==> src/rtl/spi_xfer_ctrl.sv <==
// spi_xfer_ctrl -- SPI mode 0 master transfer sequencer.
//
// Runs one DATA_W-bit full-duplex transfer per accepted start. The SCK itself
// comes from an external clock divider: this block enables that divider and
// hands it a bitrate, then watches the returned SCK (sck_in) for edges. MISO
// is sampled on SCK rise and MOSI is advanced on SCK fall.
//
// Build option:
//   SPI_XFER_CTRL_LSB_FIRST_EN  defined   -> LSB-first transmit and receive
//                               undefined -> MSB-first (default)
//
// Ports:
//   clk_cpu      in   system clock, rising edge
//   rst          in   asynchronous active-high reset
//   start        in   one-cycle transfer request (honoured only when idle)
//   tx_data      in   word to send, captured on an accepted start
//   bitrate_in   in   divider count, captured on an accepted start (0 -> 1)
//   sck_in       in   SCK returned by the external divider
//   miso         in   serial data from the slave
//   div_en       out  divider enable, high only while bits are moving
//   div_bitrate  out  bitrate held for the divider
//   cs_n         out  active-low slave select
//   mosi         out  serial data to the slave, 0 while deselected
//   busy         out  transfer in progress
//   done         out  one-cycle pulse, rx_data valid
//   rx_data      out  last received word, held until the next done
module spi_xfer_ctrl #(
  parameter int unsigned DATA_W = 8
) (
  input  logic              clk_cpu,
  input  logic              rst,
  input  logic              start,
  input  logic [DATA_W-1:0] tx_data,
  input  logic [31:0]       bitrate_in,
  input  logic              sck_in,
  input  logic              miso,
  output logic              div_en,
  output logic [31:0]       div_bitrate,
  output logic              cs_n,
  output logic              mosi,
  output logic              busy,
  output logic              done,
  output logic [DATA_W-1:0] rx_data
);

  localparam logic [1:0] ST_IDLE  = 2'd0;
  localparam logic [1:0] ST_SETUP = 2'd1;
  localparam logic [1:0] ST_XFER  = 2'd2;
  localparam logic [1:0] ST_HOLD  = 2'd3;

  localparam logic [5:0] BIT_LAST = 6'(DATA_W);

  logic [1:0]        state_q,       state_d;
  logic [DATA_W-1:0] tx_sh_q,       tx_sh_d;
  logic [DATA_W-1:0] rx_sh_q,       rx_sh_d;
  logic [5:0]        bit_cnt_q,     bit_cnt_d;
  logic              sck_d_q;
  logic              cs_n_q,        cs_n_d;
  logic              div_en_q,      div_en_d;
  logic              mosi_q,        mosi_d;
  logic              busy_q,        busy_d;
  logic              done_q,        done_d;
  logic [DATA_W-1:0] rx_data_q,     rx_data_d;
  logic [31:0]       div_bitrate_q, div_bitrate_d;

  logic sck_rise;
  logic sck_fall;

  // Bit-order helpers: the transmit head is always the bit currently on the
  // wire, so advancing the shifter and re-reading the head gives the next bit.
  function automatic logic tx_head(input logic [DATA_W-1:0] w);
`ifdef SPI_XFER_CTRL_LSB_FIRST_EN
    return w[0];
`else
    return w[DATA_W-1];
`endif
  endfunction

  function automatic logic [DATA_W-1:0] tx_advance(input logic [DATA_W-1:0] w);
`ifdef SPI_XFER_CTRL_LSB_FIRST_EN
    return w >> 1;
`else
    return w << 1;
`endif
  endfunction

  function automatic logic [DATA_W-1:0] rx_insert(input logic [DATA_W-1:0] w,
                                                 input logic              b);
`ifdef SPI_XFER_CTRL_LSB_FIRST_EN
    return {b, w[DATA_W-1:1]};
`else
    return {w[DATA_W-2:0], b};
`endif
  endfunction

  assign sck_rise =  sck_in & ~sck_d_q;
  assign sck_fall = ~sck_in &  sck_d_q;

  always_comb begin
    state_d       = state_q;
    tx_sh_d       = tx_sh_q;
    rx_sh_d       = rx_sh_q;
    bit_cnt_d     = bit_cnt_q;
    cs_n_d        = cs_n_q;
    div_en_d      = div_en_q;
    mosi_d        = mosi_q;
    busy_d        = busy_q;
    done_d        = 1'b0;
    rx_data_d     = rx_data_q;
    div_bitrate_d = div_bitrate_q;

    case (state_q)
      ST_IDLE: begin
        if (start) begin
          tx_sh_d       = tx_data;
          // A zero count would make the divider wrap; clamp to the fastest legal rate.
          div_bitrate_d = (bitrate_in == 32'd0) ? 32'd1 : bitrate_in;
          bit_cnt_d     = '0;
          busy_d        = 1'b1;
          cs_n_d        = 1'b0;
          mosi_d        = tx_head(tx_data);
          state_d       = ST_SETUP;
        end
      end

      ST_SETUP: begin
        // First bit has been on mosi with cs_n low for one cycle; start SCK.
        div_en_d = 1'b1;
        state_d  = ST_XFER;
      end

      ST_XFER: begin
        if (sck_rise) begin
          rx_sh_d   = rx_insert(rx_sh_q, miso);
          bit_cnt_d = bit_cnt_q + 6'd1;
        end else if (sck_fall) begin
          if (bit_cnt_q == BIT_LAST) begin
            div_en_d = 1'b0;
            state_d  = ST_HOLD;
          end else begin
            tx_sh_d = tx_advance(tx_sh_q);
            mosi_d  = tx_head(tx_advance(tx_sh_q));
          end
        end
      end

      ST_HOLD: begin
        div_en_d  = 1'b0;
        cs_n_d    = 1'b1;
        mosi_d    = 1'b0;
        busy_d    = 1'b0;
        done_d    = 1'b1;
        rx_data_d = rx_sh_q;
        state_d   = ST_IDLE;
      end

      default: begin
        state_d  = ST_IDLE;
        cs_n_d   = 1'b1;
        div_en_d = 1'b0;
        mosi_d   = 1'b0;
        busy_d   = 1'b0;
      end
    endcase
  end

  always_ff @(posedge clk_cpu or posedge rst) begin
    if (rst) begin
      state_q       <= ST_IDLE;
      tx_sh_q       <= '0;
      rx_sh_q       <= '0;
      bit_cnt_q     <= '0;
      sck_d_q       <= 1'b0;
      cs_n_q        <= 1'b1;
      div_en_q      <= 1'b0;
      mosi_q        <= 1'b0;
      busy_q        <= 1'b0;
      done_q        <= 1'b0;
      rx_data_q     <= '0;
      div_bitrate_q <= 32'd1;
    end else begin
      state_q       <= state_d;
      tx_sh_q       <= tx_sh_d;
      rx_sh_q       <= rx_sh_d;
      bit_cnt_q     <= bit_cnt_d;
      sck_d_q       <= sck_in;
      cs_n_q        <= cs_n_d;
      div_en_q      <= div_en_d;
      mosi_q        <= mosi_d;
      busy_q        <= busy_d;
      done_q        <= done_d;
      rx_data_q     <= rx_data_d;
      div_bitrate_q <= div_bitrate_d;
    end
  end

  assign div_en      = div_en_q;
  assign div_bitrate = div_bitrate_q;
  assign cs_n        = cs_n_q;
  assign mosi        = mosi_q;
  assign busy        = busy_q;
  assign done        = done_q;
  assign rx_data     = rx_data_q;

endmodule

==> config.mk <==
export PLATFORM = sky130hd
export DESIGN_NAME = spi_xfer_ctrl
export DESIGN_NICKNAME = d
export VERILOG_FILES = /design/src/rtl/spi_xfer_ctrl.sv
export SDC_FILE = /design/constraint.sdc
export NUM_CORES = 1
export LEC_CHECK = 0
export CAP_MARGIN = 5
export CORE_MARGIN = 5
export CORE_UTILIZATION = 50
export CTS_CLUSTER_DIAMETER = 100
export DETAILED_ROUTE_END_ITERATION = 16
export PLACE_DENSITY = 0.84
export SLEW_MARGIN = 20
export SYNTH_ARGS = -nofsm -noshare
export SYNTH_HDL_FRONTEND = slang
export SYNTH_SLANG_ARGS = --single-unit
export TNS_END_PERCENT = 5
==> constraint.sdc <==
create_clock -name clk_cpu -period 4.6 [get_ports clk_cpu]
set_input_delay 0.92 -clock clk_cpu [delete_from_list [all_inputs] [get_ports clk_cpu]]
set_output_delay 0.92 -clock clk_cpu [all_outputs]
set_load 0.05 [all_outputs]
# == Word-level counts from Yosys, hierarchy flattened ==
# Cells that the tools add are included.
# classes
addsub,1
n_reduce_logical,14
n_mux,28
n_eq_ne,10
n_bitwise,4
# op_table
cell,n
$logic_not A32 Y1,1
$mux W32,1
$mux W7,4
$pmux W7 S2,1
$mux W6,2
$ne A2 B2 Y1 const B,6
$pmux W6 S2,1
$mux W1,10
$reduce_and A5 Y1,2
$mux W2,4
$pmux W2 S4,1
$reduce_and A4 Y1,2
$add A6 B1 Y6 const B,1
$eq A6 B4 Y1 const B,1
$pmux W1 S3,2
$reduce_and A2 Y1,3
$reduce_bool A3 Y1,2
$eq A2 B2 Y1 const B,2
$pmux W1 S2,2
$reduce_bool A2 Y1,2
$reduce_and A3 Y1,1
$and A1 B1 Y1,2
$eq A2 B1 Y1 const B,1
$logic_not A2 Y1,1
$not A1 Y1,2
# word_totals
elab_cells,69
out_inout_bits,45
ff_bits,69
input_bits,45

# == Longest topological paths before layout ==
# Gate-level depths: netlist of the first run.
# depth
ltp_word,5
mapped_depth,8
depth_no_buf,6

# == Least setup slack after synthesis of the first run ==
# OpenSTA, ideal clock, no wires.
# synth_timing
kind,input -> register
start,input sck_in
end,register state_q[1]
n_path_buf,0
arrival_ns,1.755
slack_ns,2.720
setup_ns,0.125
t_required_ns,4.475
cell_stages,3
cell_sequence,o41a_1 > nor2_1 > mux2_2
# synth_via
elab_chain_cells,4
elab_cells_between_ends,6
cone_classes,2 x eq/ne; 3 x bitwise; 1 x reduce/logical
# synth_lines
item,line_no,source
start: declaration,35,"input logic sck_in,"
$not A1 Y1,97,assign sck_fall = ~sck_in & sck_d_q;
$and A1 B1 Y1,97,
$ne A2 B2 Y1 (no source line),n/a,
$reduce_and A4 Y1 (no source line) *,n/a,
end signal: assignment,182,state_q <= state_d;
end: declaration,53,"logic [1:0] state_q, state_d;"
# Mark *: on every way between the ends. The rest lies on a longest branch, timed or not.
# A chain may end at the register's enable or synchronous reset.

# == Worst setup path after layout of the first run ==
# layout_timing
start,register cs_n_q (netlist: cs_n)
end,output cs_n
# layout_rtl
item,line_no,source
start: declaration,58,"logic cs_n_q, cs_n_d;"
start signal: assignment,187,cs_n_q <= cs_n_d;
end: declaration,39,"output logic cs_n,"
# No word-level cell between the ends.

==> flow_summary.toml, run 1 <==
[clock_tree]
cts_tree = "built"
clockRootBuffer = "clkbuf_8"
cts_resized = 0
postCtsSetupRepairBufs = 0
cts_buffers = 9
htreeDepth = 3
clkTransAtPathRegs_ps = 70
postCtsHoldBufs = 0
cts.path.max_buffers = 2
clk_latency_ps = 340
clkSinkCount = 69

[synthesis]
synthMuxAreaShare_pct = 23.8
synthesis.nets = 271
ys_warn_count = 0
avgSynthCellArea_sq_um = 13.8
synth_edf_count = 0
synth_cell_types = 33
yosysSeqAreaShare_pct = 57.1
synthAdderAreaFrac_pct = 2.89
synth_top_family_by_area = "multiplexers"
yosys.area_share.simple_pct = 6.77
ys_seq_elements = 69
ys.flop_type = "dfrtp_1"
synthXorXnorAreaFrac_pct = 0.578
synth.cell_area_sq_mm = 0.00303
syn_inst = 219
synth_compound_area_share_pct = 6.56
async_reset_ff_share_pct = 100

[placement]
dp_hpwl_mm = 4.73
gp_congestion = 0.756
port_buffers = 89

[global_route]
grt_pass1_vias = 2183
grt_pass1_wl_mm = 10.5
overflow = 0
grt_start_max_net_pins = 56
grt_util_all_layers_pct = 17.8
antenna_found_initial = 0

[floorplan]
initial_core_util_pct = 51.2
die_width_microns = 87.9
rows = 28
die_height_microns = 87.9
die-area_sq_mm = 0.00772
core_area_sq_mm = 0.00592
ios = 90

[sta]
fin_setup_tns_ps = 0
worst_slew_pin_slew_ps = 653
slew_headroom_pct = 56.5
finalCritPeriodShare_pct = 57.0
max_clock_freq_ghz = 0.381
drv_slew = 0
period_minus_slack_ps = 2620
rsz0062_at_grt = "false"
hold_viol = 0
finalClockSkew_ps = 9.34
setup_viol = 0
whs_ps = 507

[power_and_ir_drop]
power_frac_seq_pct = 30.6
leakage_nw = 1.77
p_int_mw = 1.92
combPwrFrac_pct = 53.7
power_density_mw_per_mm2 = 802
clockPowerShare_pct = 15.7
switchingPower_mw = 1.47
switching_share_pct = 43.4
ir_drop_mv = 0.521

[status]
status = "finished, final reports clean"

[drt]
drt_pre_antenna_iters = 4
drc_errors = 0
wl_mm = 6.44
ant_nets = 0
post_drt_wl_per_cell_microns = 16.3
vias = 2056
first_iter_violations = 67
viasPerCell = 5.22

[job]
max_cap_violations = 0

[finish]
n_antenna_cell = 0
fill_cells = 415
nets = 366
final_layout_size_suffix_gt1_share_pct = 27.3
ff_latch_area_sq_mm = 0.00173
layout_commonest_cell = "clkdlybuf4s50_1"
final_cell_mix = "clkdlybuf4s50_1, dfrtp_1, mux2_2"
multiInputGateArea_sq_mm = 0.00123
fin_util_pct = 71.2
syn_to_final_growth_pct = 39.2

[worst_setup_path]
crit_path_top_delay_cell = "clkdlybuf4s50_1"
path_cells = "clkdlybuf4s50_1"
worstPathRequired_ps = 3680
worst-path-buf-inv = 1
cp_top_family = "buffers and inverters"
path_class = "register to primary output"
slowest_delay_ps = 830
endpoint_kind = "primary output"
start_kind = "register"
cp_max_fo = 3
arrival_ps = 1700

[worst_hold_path]
hold_path_class = "register to register"
per-stage QoR:
step	worst slack (ps)	instance area (sq um)	total power, mW	std cells
3_3_place_gp	2080	4000	2.84	378
2_1_floorplan	1940	3030	2.30	219
6_report	1980	4220	3.38	394
5_1_grt	1930	4220	3.56	394
4_1_cts	1950	4220	3.42	394
3_5_place_dp	2060	4000	2.88	378
kinds of logic after synthesis:
group                    Yosys count
multiplexers                      63
AND/OR/NAND/NOR                   38
AO/OA/AOI/OAI                     23
flip-flops                        69
adder cells (fa/ha/maj)            7
buffers and inverters             17
XOR/XNOR                           2
path summary, 6_finish.rpt:
path | from | endpoint | slack [ps] | cells past startpoint
min in group asynchronous | rst | div_bitrate[28]$_DFFE_PP0P_ | 1030 | 2
max in group asynchronous | rst | cs_n$_DFFE_PP1P_ | 2830 | 3
worst max register to register | state_q[0]$_DFFE_PP0P_ | state_q[1]$_DFFE_PP0P_ | 2440 | 7
worst min-delay path | div_bitrate[24]$_DFFE_PP0P_ | div_bitrate[24]$_DFFE_PP0P_ | 510 | 1
worst max-delay path | cs_n$_DFFE_PP1P_ | cs_n | 1980 | 1
worst min register to register | div_bitrate[24]$_DFFE_PP0P_ | div_bitrate[24]$_DFFE_PP0P_ | 510 | 1
power by group through the flow:
stage / sequential, mW / clock [mW] / combinational (mW)
2_1_floorplan: 1.69 / 0 / 0.604
3_3_place_gp: 1.03 / 0 / 1.81
3_5_place_dp: 1.04 / 0 / 1.83
4_1_cts: 1.04 / 0.545 / 1.84
5_1_grt: 1.08 / 0.570 / 1.91
6_report: 1.04 / 0.531 / 1.82
sequential cells by signal, summed over array words and instances (netlist names), 2 cells and up:
signal,flops
state_q,2
div_bitrate,32
rx_data,8
tx_sh_q,7
bit_cnt_q,6
rx_sh_q,8
cells in the mapped netlist, types with 2 or more instances:
| library cell | number | area [sq um] |
|---|---|---|
| dfrtp_1 | 67 | 1680 |
| mux2_2 | 62 | 698 |
| inv_1 | 9 | 33.8 |
| nor2_1 | 8 | 30.0 |
| nor4_1 | 8 | 50.1 |
| ha_1 | 7 | 87.6 |
| nand2_1 | 7 | 26.3 |
| buf_2 | 6 | 30.0 |
| o21ai_0 | 6 | 30.0 |
| a21oi_1 | 4 | 20.0 |
| nand4_1 | 4 | 25.0 |
| nor2b_1 | 3 | 18.8 |
| a2111oi_4 | 2 | 55.1 |
| clkbuf_1 | 2 | 7.51 |
| dfstp_2 | 2 | 52.6 |
| nand2b_1 | 2 | 12.5 |
| nand3_1 | 2 | 10.0 |
| o22ai_1 | 2 | 12.5 |
| xnor2_1 | 2 | 17.5 |
cell type report:
class / count / area share [%]
clock inverters: 6 / 2.08
inverters: 9 / 0.860
clock buffers: 10 / 3.03
well taps: 75 / 2.22
multi-input cells: 133 / 29.2
repair buffers: 92 / 21.7
flip-flops and latches: 69 / 41.0
metal layers:
metal | vias up | GRT usage, % | share of wire [%]
met1 | 1002 | 22.6 | 41
met5 | - | 0 | 0
met4 | 0 | 9.76 | 3.1
met2 | 55 | 27.9 | 51
met3 | 15 | 4.42 | 5.1
li1 | 984 | - | -
(Power assumes the default switching activity.)
==> run 2, diff against run 1 <==
- CORE_UTILIZATION: 50 -> 47
- PLACE_DENSITY: 0.84 -> 0.8
- clock period: 4.6 -> 2.7 ns (I/O delays scaled with it)
==> run 2 against run 1 <==
  * Setup slack worse by 1500 ps
  * Core utilization down 3.6 points
  * Die area up 5.6%
  * Non-clock buffer count up 6
  * Sequential power up 69%
  * Sequential share of layout area down 0.53 points
  * Final area up 1.3%
  * Sequential cell count unchanged
  * Power up 73%
  * Final cell count up 2.0%
  * Combinational power up 73%
==> flow_summary.toml, run 2 (synthesis results as in run 1) <==
[worst_setup_path]
cp_max_fo = 3
worstPathRequired_ps = 2160
cp_top_family = "buffers and inverters"
arrival_ps = 1720
endpoint_kind = "primary output"
slowest_delay_ps = 830
start_kind = "register"
path_class = "register to primary output"
worst-path-buf-inv = 1
crit_path_top_delay_cell = "clkdlybuf4s50_1"
path_cells = "clkdlybuf4s50_1"

[floorplan]
rows = 29
core_area_sq_mm = 0.00631
die-area_sq_mm = 0.00815
initial_core_util_pct = 48.0
die_height_microns = 90.3
die_width_microns = 90.3
ios = 90

[clock_tree]
cts_tree = "built"
postCtsHoldBufs = 0
cts_resized = 0
clkTransAtPathRegs_ps = 80
htreeDepth = 3
cts.path.max_buffers = 2
clkSinkCount = 69
postCtsSetupRepairBufs = 0
clk_latency_ps = 350
clockRootBuffer = "clkbuf_8"
cts_buffers = 9

[finish]
fin_cells = 402
fill_cells = 467
final_cell_mix = "clkdlybuf4s50_1, dfrtp_1, mux2_2"
largest_reg_flops = 32
layout_commonest_cell = "clkdlybuf4s50_1"
nets = 372
syn_to_final_growth_pct = 41.0
final_layout_size_suffix_gt1_share_pct = 28.6
n_antenna_cell = 0

[sta]
period_minus_slack_ps = 2260
worst_slew_pin_slew_ps = 616
finalClockSkew_ps = 8.63
rsz0062_at_grt = "false"
setup_viol = 0
max_clock_freq_ghz = 0.443
finalCritPeriodShare_pct = 83.7
slew_headroom_pct = 59.0
drv_slew = 0
hold_viol = 0
fin_setup_tns_ps = 0

[drt]
wl_mm = 6.70
vias = 2088
viasPerCell = 5.19
ant_nets = 0
post_drt_wl_per_cell_microns = 16.7
first_iter_violations = 107
drc_errors = 0
drt_pre_antenna_iters = 4

[power_and_ir_drop]
combPwrFrac_pct = 53.7
ir_drop_mv = 1.00
p_int_mw = 3.32
clockPowerShare_pct = 16.2
power_frac_seq_pct = 30.1
switching_share_pct = 43.2
power_mw = 5.85
power_density_mw_per_mm2 = 1370
leakage_nw = 1.80
switchingPower_mw = 2.52

[worst_hold_path]
hold_path_class = "input pin to asynchronous set/reset pin"

[global_route]
grt_pass1_vias = 2213
grt_pass1_wl_mm = 11.2
grt_start_max_net_pins = 26
overflow = 0
grt_util_all_layers_pct = 17.2
antenna_found_initial = 0

[placement]
port_buffers = 89
gp_congestion = 0.781
place_inst = 386
dp_hpwl_mm = 4.96

[job]
max_cap_violations = 0

[status]
status = "finished, final reports clean"
## run 2: cell types whose count changed in the layout (fill, tap and decap cells not counted), sizes merged
| cell | previous run | this run |
|---|---|---|
| clkbuf | 10 | 11 |
| clkinv | 4 | 1 |
| buf | 3 | 9 |
| clkinvlp | 0 | 2 |
## run 2: per-layer routing
layer | track usage (%) | part of all wire [%] | vias up
li1 | - | - | 991
met1 | 21.0 | 42 | 1033
met2 | 28.7 | 52 | 50
met3 | 4.00 | 4.4 | 14
met4 | 8.44 | 2.4 | 0
met5 | 0 | 0 | -
## run 2: cell type report
| class | count | area [sq um] | area share, % |
|---|---|---|---|
| Sequential cell | 69 | 1730 | 40.5 |
| Multi-Input combinational cell | 133 | 1230 | 28.8 |
| Timing Repair Buffer | 98 | 958 | 22.4 |
| Clock buffer | 11 | 141 | 3.31 |
| Tap cell | 77 | 96.3 | 2.25 |
| Clock inverter | 5 | 83.8 | 1.96 |
| Inverter | 9 | 33.8 | 0.791 |
## run 2: power by group through the flow
stage / combinational (mW) / sequential [mW] / clock, mW
final: 3.14 / 1.76 / 0.945
after global routing: 3.31 / 1.82 / 1.01
after CTS: 3.17 / 1.76 / 0.972
after detailed placement: 3.15 / 1.77 / 0
after global placement: 3.12 / 1.76 / 0
after floorplan: 1.03 / 2.88 / 0
## run 2: path summary, 6_finish.rpt
kind                                        startpoint                     endpoint  slack, ps  depth (start not counted)
max in group asynchronous                          rst       tx_sh_q[4]$_DFFE_PP0P_       1710                          3
setup reg to reg                state_q[0]$_DFFE_PP0P_       tx_sh_q[1]$_DFFE_PP0P_        590                          5
setup / recovery                      cs_n$_DFFE_PP1P_                         cs_n        440                          1
hold / removal                                     rst  div_bitrate[26]$_DFFE_PP0P_        410                          2
hold reg to reg            div_bitrate[16]$_DFFE_PP0P_  div_bitrate[16]$_DFFE_PP0P_        510                          1
min in group clk_cpu       div_bitrate[16]$_DFFE_PP0P_  div_bitrate[16]$_DFFE_PP0P_        510                          1
## run 2: per-stage QoR
| step | area (sq um) | hold slack (ps) | util, % | worst slack [ps] |
|---|---|---|---|---|
| final | 4270 | 412 | 67.7 | 441 |
| after global routing | 4270 | 414 | 67.7 | 417 |
| after floorplan | 3030 | 474 | - | 423 |
| after CTS | 4270 | 403 | 67.7 | 415 |
| after global placement | 4050 | 486 | 64.1 | 635 |
| after detailed placement | 4050 | 490 | 64.1 | 553 |
